`src/rtl/tx_fifo_arbiter.sv`:
```
// Round-robin arbiter feeding the single TX FIFO write port from two one-entry
// holding slots: an ALU result slot (sent LS byte first) and a reg-file read slot.
module tx_fifo_arbiter #(
  parameter int DATA_WIDTH = 8,
  parameter int ALU_BYTES  = 2
) (
  input  logic                            clk,
  input  logic                            reset,
  input  logic [DATA_WIDTH*ALU_BYTES-1:0] alu_out,
  input  logic                            alu_valid,
  input  logic [DATA_WIDTH-1:0]           rf_rd_data,
  input  logic                            rf_rd_valid,
  input  logic                            fifo_full,
  input  logic                            ovf_clr,
  output logic                            wr_inc,
  output logic [DATA_WIDTH-1:0]           wr_data,
  output logic                            alu_slot_busy,
  output logic                            rf_slot_busy,
  output logic                            alu_ovf,
  output logic                            rf_ovf,
  output logic                            arb_idle
);

  localparam int CNT_W = (ALU_BYTES > 1) ? $clog2(ALU_BYTES) : 1;

  typedef enum logic [1:0] {
    IDLE     = 2'd0,
    SEND_RF  = 2'd1,
    SEND_ALU = 2'd2
  } state_t;

  state_t                          r_state;
  logic [CNT_W-1:0]                r_byte_cnt;
  logic                            r_last_rf;
  logic                            r_alu_busy;
  logic                            r_rf_busy;
  logic                            r_alu_ovf;
  logic                            r_rf_ovf;
  logic [DATA_WIDTH*ALU_BYTES-1:0] r_alu_data;
  logic [DATA_WIDTH-1:0]           r_rf_data;

  logic                            w_wr;
  logic                            w_rf_free;
  logic                            w_alu_last;
  logic                            w_alu_free;
  logic [DATA_WIDTH-1:0]           w_alu_byte;

  always_comb begin
    w_alu_byte = '0;
    for (int i = 0; i < ALU_BYTES; i++) begin
      if (r_byte_cnt == CNT_W'(i)) w_alu_byte = r_alu_data[i*DATA_WIDTH +: DATA_WIDTH];
    end
  end

  // Strobe is gated by reset so an abandoned packet never leaks a byte.
  assign w_wr       = reset && (r_state != IDLE) && !fifo_full;
  assign w_rf_free  = w_wr && (r_state == SEND_RF);
  assign w_alu_last = (r_byte_cnt == CNT_W'(ALU_BYTES - 1));
  assign w_alu_free = w_wr && (r_state == SEND_ALU) && w_alu_last;

  always_comb begin
    wr_data = '0;
    if (reset) begin
      case (r_state)
        SEND_RF:  wr_data = r_rf_data;
        SEND_ALU: wr_data = w_alu_byte;
        default:  wr_data = '0;
      endcase
    end
  end

  assign wr_inc        = w_wr;
  assign alu_slot_busy = r_alu_busy;
  assign rf_slot_busy  = r_rf_busy;
  assign alu_ovf       = r_alu_ovf;
  assign rf_ovf        = r_rf_ovf;
  assign arb_idle      = (r_state == IDLE) && !r_alu_busy && !r_rf_busy;

  // Slot data registers carry no reset; busy flags qualify them.
  always_ff @(posedge clk) begin
    if (alu_valid && (!r_alu_busy || w_alu_free)) r_alu_data <= alu_out;
    if (rf_rd_valid && (!r_rf_busy || w_rf_free)) r_rf_data <= rf_rd_data;
  end

  always_ff @(posedge clk) begin
    if (!reset) begin
      r_alu_busy <= 1'b0;
      r_rf_busy  <= 1'b0;
      r_alu_ovf  <= 1'b0;
      r_rf_ovf   <= 1'b0;
    end else begin
      if (alu_valid) begin
        if (!r_alu_busy || w_alu_free) r_alu_busy <= 1'b1;
        else                           r_alu_ovf  <= 1'b1;
      end else if (w_alu_free) begin
        r_alu_busy <= 1'b0;
      end
      if (rf_rd_valid) begin
        if (!r_rf_busy || w_rf_free) r_rf_busy <= 1'b1;
        else                         r_rf_ovf  <= 1'b1;
      end else if (w_rf_free) begin
        r_rf_busy <= 1'b0;
      end
      if (ovf_clr && !(alu_valid && r_alu_busy && !w_alu_free)) r_alu_ovf <= 1'b0;
      if (ovf_clr && !(rf_rd_valid && r_rf_busy && !w_rf_free)) r_rf_ovf <= 1'b0;
    end
  end

  always_ff @(posedge clk) begin
    if (!reset) begin
      r_state    <= IDLE;
      r_byte_cnt <= '0;
      r_last_rf  <= 1'b0;
    end else begin
      case (r_state)
        IDLE: begin
          if (r_alu_busy && r_rf_busy) begin
            if (r_last_rf) begin
              r_state   <= SEND_ALU;
              r_last_rf <= 1'b0;
            end else begin
              r_state   <= SEND_RF;
              r_last_rf <= 1'b1;
            end
          end else if (r_alu_busy) begin
            r_state <= SEND_ALU;
          end else if (r_rf_busy) begin
            r_state <= SEND_RF;
          end
        end
        SEND_RF: begin
          if (w_wr) r_state <= IDLE;
        end
        SEND_ALU: begin
          if (w_wr) begin
            if (w_alu_last) begin
              r_byte_cnt <= '0;
              r_state    <= IDLE;
            end else begin
              r_byte_cnt <= r_byte_cnt + 1'b1;
            end
          end
        end
        default: r_state <= IDLE;
      endcase
    end
  end

endmodule

```
`config.mk`:
```
export PLATFORM = sky130hd
export DESIGN_NAME = tx_fifo_arbiter
export DESIGN_NICKNAME = d
export VERILOG_FILES = /design/src/rtl/tx_fifo_arbiter.sv
export SDC_FILE = /design/constraint.sdc
export NUM_CORES = 1
export LEC_CHECK = 0
export BUFFER_PORTS_ARGS = -buffer_cell sky130_fd_sc_hd__buf_2
export CAP_MARGIN = 10
export CORE_MARGIN = 2
export CORE_UTILIZATION = 53
export DETAILED_ROUTE_END_ITERATION = 10
export GPL_ROUTABILITY_DRIVEN = 0
export PLACE_DENSITY = 0.91
export SETUP_SLACK_MARGIN = 0.4
export SYNTH_ARGS = -nofsm -noshare
export SYNTH_HDL_FRONTEND = slang
export SYNTH_SLANG_ARGS = --single-unit
```
`constraint.sdc`:
```
create_clock -name clk -period 5.2 [get_ports clk]
set_input_delay 0 -clock clk [delete_from_list [all_inputs] [get_ports clk]]
set_output_delay 0 -clock clk [all_outputs]
set_load 0.005 [all_outputs]
```
======== After elaboration in Yosys (flattened, before gate mapping) ========
Cells that the tools add are included.
word-level totals
  bits in registers ....................... 32
  word-level logic and storage cells ...... 78
  bits of input ports ..................... 30
  output and inout bits ................... 14
cells by class
  reduce and logical (&&, ||, !) cells .... 38
  add/subtract/negate cells ............... 1
  multiplexer cells ....................... 19
  equal/unequal tests ..................... 8
  bitwise logic cells ..................... 3
operators by type and width
  operator                                        number
  logical AND 1 bit                               16
  two-way mux 8 bit                               2
  case mux 8 bit (2 select lines)                 1
  two-way mux 2 bit                               7
  AND reduction 2 bit                             6
  two-way mux 1 bit                               8
  logical NOT 1 bit                               7
  != test 2 bit (second input constant)           3
  case mux 2 bit (3 select lines)                 1
  nonzero test 2 bit                              3
  != test 2 x 1 -> 1 bit (second input constant)  2
  != test 4 x 3 -> 1 bit (second input constant)  1
  AND reduction 4 bit                             1
  OR reduction 2 bit                              2
  inverter 1 bit                                  3
  == test 2 x 1 -> 1 bit (second input constant)  1
  == test 2 bit (second input constant)           1
  logical NOT 2 bit                               1
  logical OR 1 bit                                2
  adder 1 bit (second input constant)             1

======== Logic depth before layout (Yosys ltp) ========
  depth in word-level cells ............... 10
  depth in mapped cells ................... 6

======== Worst setup path before layout ========
Ideal clock, no wire load.
  path type ............................... register to register
  start ................................... register r_state[0]
  end ..................................... register r_alu_data[0] (enable)
  path slack .............................. 3109 ps
  cell stages (with the launch flop) ...... 6
  arrival time ............................ 1717 ps
  library setup time ...................... 374 ps
  path through ............................ dfxtp_1 > inv_1 > ha_1 > or3b_4 > o21ai_1 > and2_1
between the ends
  cells in the longest elaborated chain, start to end .. 7
RTL lines
  element                             RTL line  RTL
  from (decl)                         32        state_t r_state;
  from (signal assigned)              111       r_state <= IDLE;
  from (signal assigned)              119       r_state <= SEND_ALU;
  from (signal assigned)              122       r_state <= SEND_RF;
  nonzero test 2 bit                  56        assign w_wr = reset && (r_state != IDLE) && !fifo_full;
  logical AND 1 bit (2 in a row)      56
  logical AND 1 bit (*) (2 in a row)  59        assign w_alu_free = w_wr && (r_state == SEND_ALU) && w_alu_last;
  logical OR 1 bit (*)                81        if (alu_valid && (!r_alu_busy || w_alu_free)) r_alu_data <= alu_out;
  logical AND 1 bit (*)               81
  to (signal assigned)                81
  to (decl)                           39        logic [DATA_WIDTH*ALU_BYTES-1:0] r_alu_data;
Every way passes the cells marked *; elsewhere a longest branch is shown, timed or not.
A chain may end at the register's enable or synchronous reset.

======== Worst setup path in the final report ========
  start ................................... register r_state[0]
  end ..................................... register r_alu_data[10] (enable)
Same word-level chain as after synthesis.

==> out/metrics.cfg <==
[placed_design]
dp.cells=171
hpwl_um=1870
io_buffers=43
pre_cts_ws_ns=2.84

[timing]
fin_crit_ns=2.52
fin_tns_setup_ns=0
fin_ws_ns=2.68
fmax_mhz=397
slew_headroom_pct=50.3
timing_max_transition_violations_final=0
tightest_slew_ns=0.745
fin_skew_ns=0.0177
finalSetupViolations=0
rsz0062_at_grt=no
finalHoldViolations=0
fin_hold_ws_ns=0.145
period_share_pct=48.4

[status]
status=completed

[cells_and_area]
diodes=0
final_cells=208
utilization_pct=79.9
drive_above_1_share_pct=30.3
areaGrowthSynthToFinish_pct=44.8
nets=210
mostFrequentLayoutCell=buf_2
final_cell_mix=buf_2, dlygate4sd3_1, edfxtp_1

[critical_path]
r2r_start=r_state[0]
r2r_end=r_alu_data[10]
start_kind=register
reg2reg_depth=5
ff2ff_setup_slack_ns=2.68
cp.arrival_ns=2.50
cp.required_ns=5.18
end_kind=register
worst-path-max-fanout=16
crit_type=reg2reg

[synthesis]
synth-seq-cells=32
syn_nets=135
synth.yosys.seq_area_share_pct=65.0
synth.avg_cell_area_um2=13.3
netlist_instances=102
synth.distinct_cells=30
yosysWarningCount=0
synth_area_um2=1360

[clock_network]
cts_tree=done
cts.htree.levels=2
cts_buffers=5
cts_resized=0
clock_sinks=32
hold_buffers=29
insertion_delay_ns=0.35
cts_setup_buffers=0
clock_path_buffers=2
clkSlewWorstSetupHoldPaths_ns=0.11
clock-root-buffer=clkbuf_4

[floorplan]
rows=18
fp.coreArea_um2=2450
io_pins=44
die_area_um2=2980
start_util_pct=55.2
die_h_um=54.6
die_w_um=54.6

[routing]
wl_per_cell_um=18.5
drc=0
drtAntennaViolNets=0
drtIter0Drc=60
dr_total_vias=1174
wl_um=3860
drt-pass1-iter-count=4
avgViaCountPerCell=5.64

[global_route]
antenna_found_initial=0
first_global_vias=1287
grt-ovfl-total=0
grt_max_degree=17
grt_pass1_wl_um=5860
grt_use_total_pct=30.3

[min_path]
hold_class=in2reg
worstHoldPathCells=4
hold_start=fifo_full
hold_end=r_state[1]

[job]
maxCapViolations=0

[power_and_ir_drop]
peakVddDrop_uv=287
leakage_nw=0.816
p_per_area_nw_per_um2=331

how the worst max path moves through the flow:
stage,start,end,slack (ns)
6_report,r_state[0],r_alu_data[10],2.68
5_1_grt,r_state[0],r_alu_data[7],2.59
4_1_cts,r_state[0],r_alu_data[10],2.81
3_5_place_dp,r_state[0],r_alu_data[5],2.84
3_3_place_gp,r_state[0],r_alu_data[12],2.95
2_1_floorplan,r_state[0],r_alu_data[0],3.11
cell usage after synthesis:
| cell | n | area, um2 |
|---|---|---|
| edfxtp_1 | 24 | 721 |
| nand2_1 | 9 | 33.8 |
| a22oi_1 | 8 | 60.1 |
| dfxtp_1 | 8 | 160 |
| mux2_1 | 8 | 90.1 |
| nor2_1 | 8 | 30.0 |
| inv_1 | 5 | 18.8 |
| and2_1 | 3 | 18.8 |
| ha_1 | 3 | 37.5 |
| a21boi_1 | 2 | 15.0 |
| clkbuf_1 | 2 | 7.51 |
| mux2i_1 | 2 | 20.0 |
| o21ai_1 | 2 | 10.0 |
| o22ai_1 | 2 | 12.5 |
| a21o_1 | 1 | 7.51 |
| a21oi_1 | 1 | 5.00 |
| a221oi_4 | 1 | 26.3 |
| and3_1 | 1 | 6.26 |
| buf_1 | 1 | 3.75 |
| buf_2 | 1 | 5.00 |
| clkinv_1 | 1 | 3.75 |
| inv_2 | 1 | 3.75 |
| nand2b_1 | 1 | 6.26 |
| nand3_1 | 1 | 5.00 |
| nand4_1 | 1 | 6.26 |
| nor3b_1 | 1 | 7.51 |
| o21a_1 | 1 | 7.51 |
| or2_1 | 1 | 6.26 |
| or3b_4 | 1 | 11.3 |
| xnor2_1 | 1 | 8.76 |
layer usage:
| layer | share of wire, % | GRT usage, % | vias up |
|---|---|---|---|
| met5 | 0 | 0 | - |
| met4 | 5.2 | 26.7 | 0 |
| met3 | 5.8 | 7.10 | 20 |
| met2 | 52 | 50.6 | 67 |
| met1 | 37 | 31.6 | 566 |
| li1 | - | - | 521 |
stage by stage:
step / cell area, um2 / power [mW]
2_1_floorplan: 1360 / 0.391
3_3_place_gp: 1590 / 0.424
3_5_place_dp: 1590 / 0.430
4_1_cts: 1960 / 0.630
5_1_grt: 1960 / 0.673
6_report: 1960 / 0.649
logic make-up after synthesis:
kind of cell | after synthesis | share of synthesized area, %
AO/OA/AOI/OAI | 18 | 10.6
XOR/XNOR | 1 | 0.646
adder cells (fa/ha/maj) | 3 | 2.77
buffers and inverters | 11 | 3.14
flip-flops | 32 | 65.0
multiplexers | 10 | 8.13
AND/OR/NAND/NOR | 27 | 9.70
worst max-delay path: stages (launching register included):
cell and delay [ns]:
dfxtp_1 0.39, inv_1 0.09, ha_1 0.27, or3b_4 0.46
o21ai_1 0.27, and2_1 0.66
state kept, by name (all words and copies together), names as in the netlist:
name and flops:
r_last_rf 1, rf_slot_busy 1, r_byte_cnt 1, alu_ovf 1, r_state 2, r_alu_data 16, alu_slot_busy 1, r_rf_data 8
rf_ovf 1
cell type report:
cell class / instances / area, um2
flip-flops and latches: 32 / 881
clock buffers: 5 / 37.5
fillers: 136 / 493
inverters: 7 / 26.3
multi-input cells: 59 / 432
repair buffers: 72 / 505
well taps: 30 / 37.5
clock inverters: 3 / 42.5
power by group:
group	switching (mW)	internal (mW)	leakage, nW
registers	0.0108	0.295	0.294
clock network	0.0934	0.100	0.0412
logic	0.0797	0.0706	0.480
(Power assumes the default switching activity.)
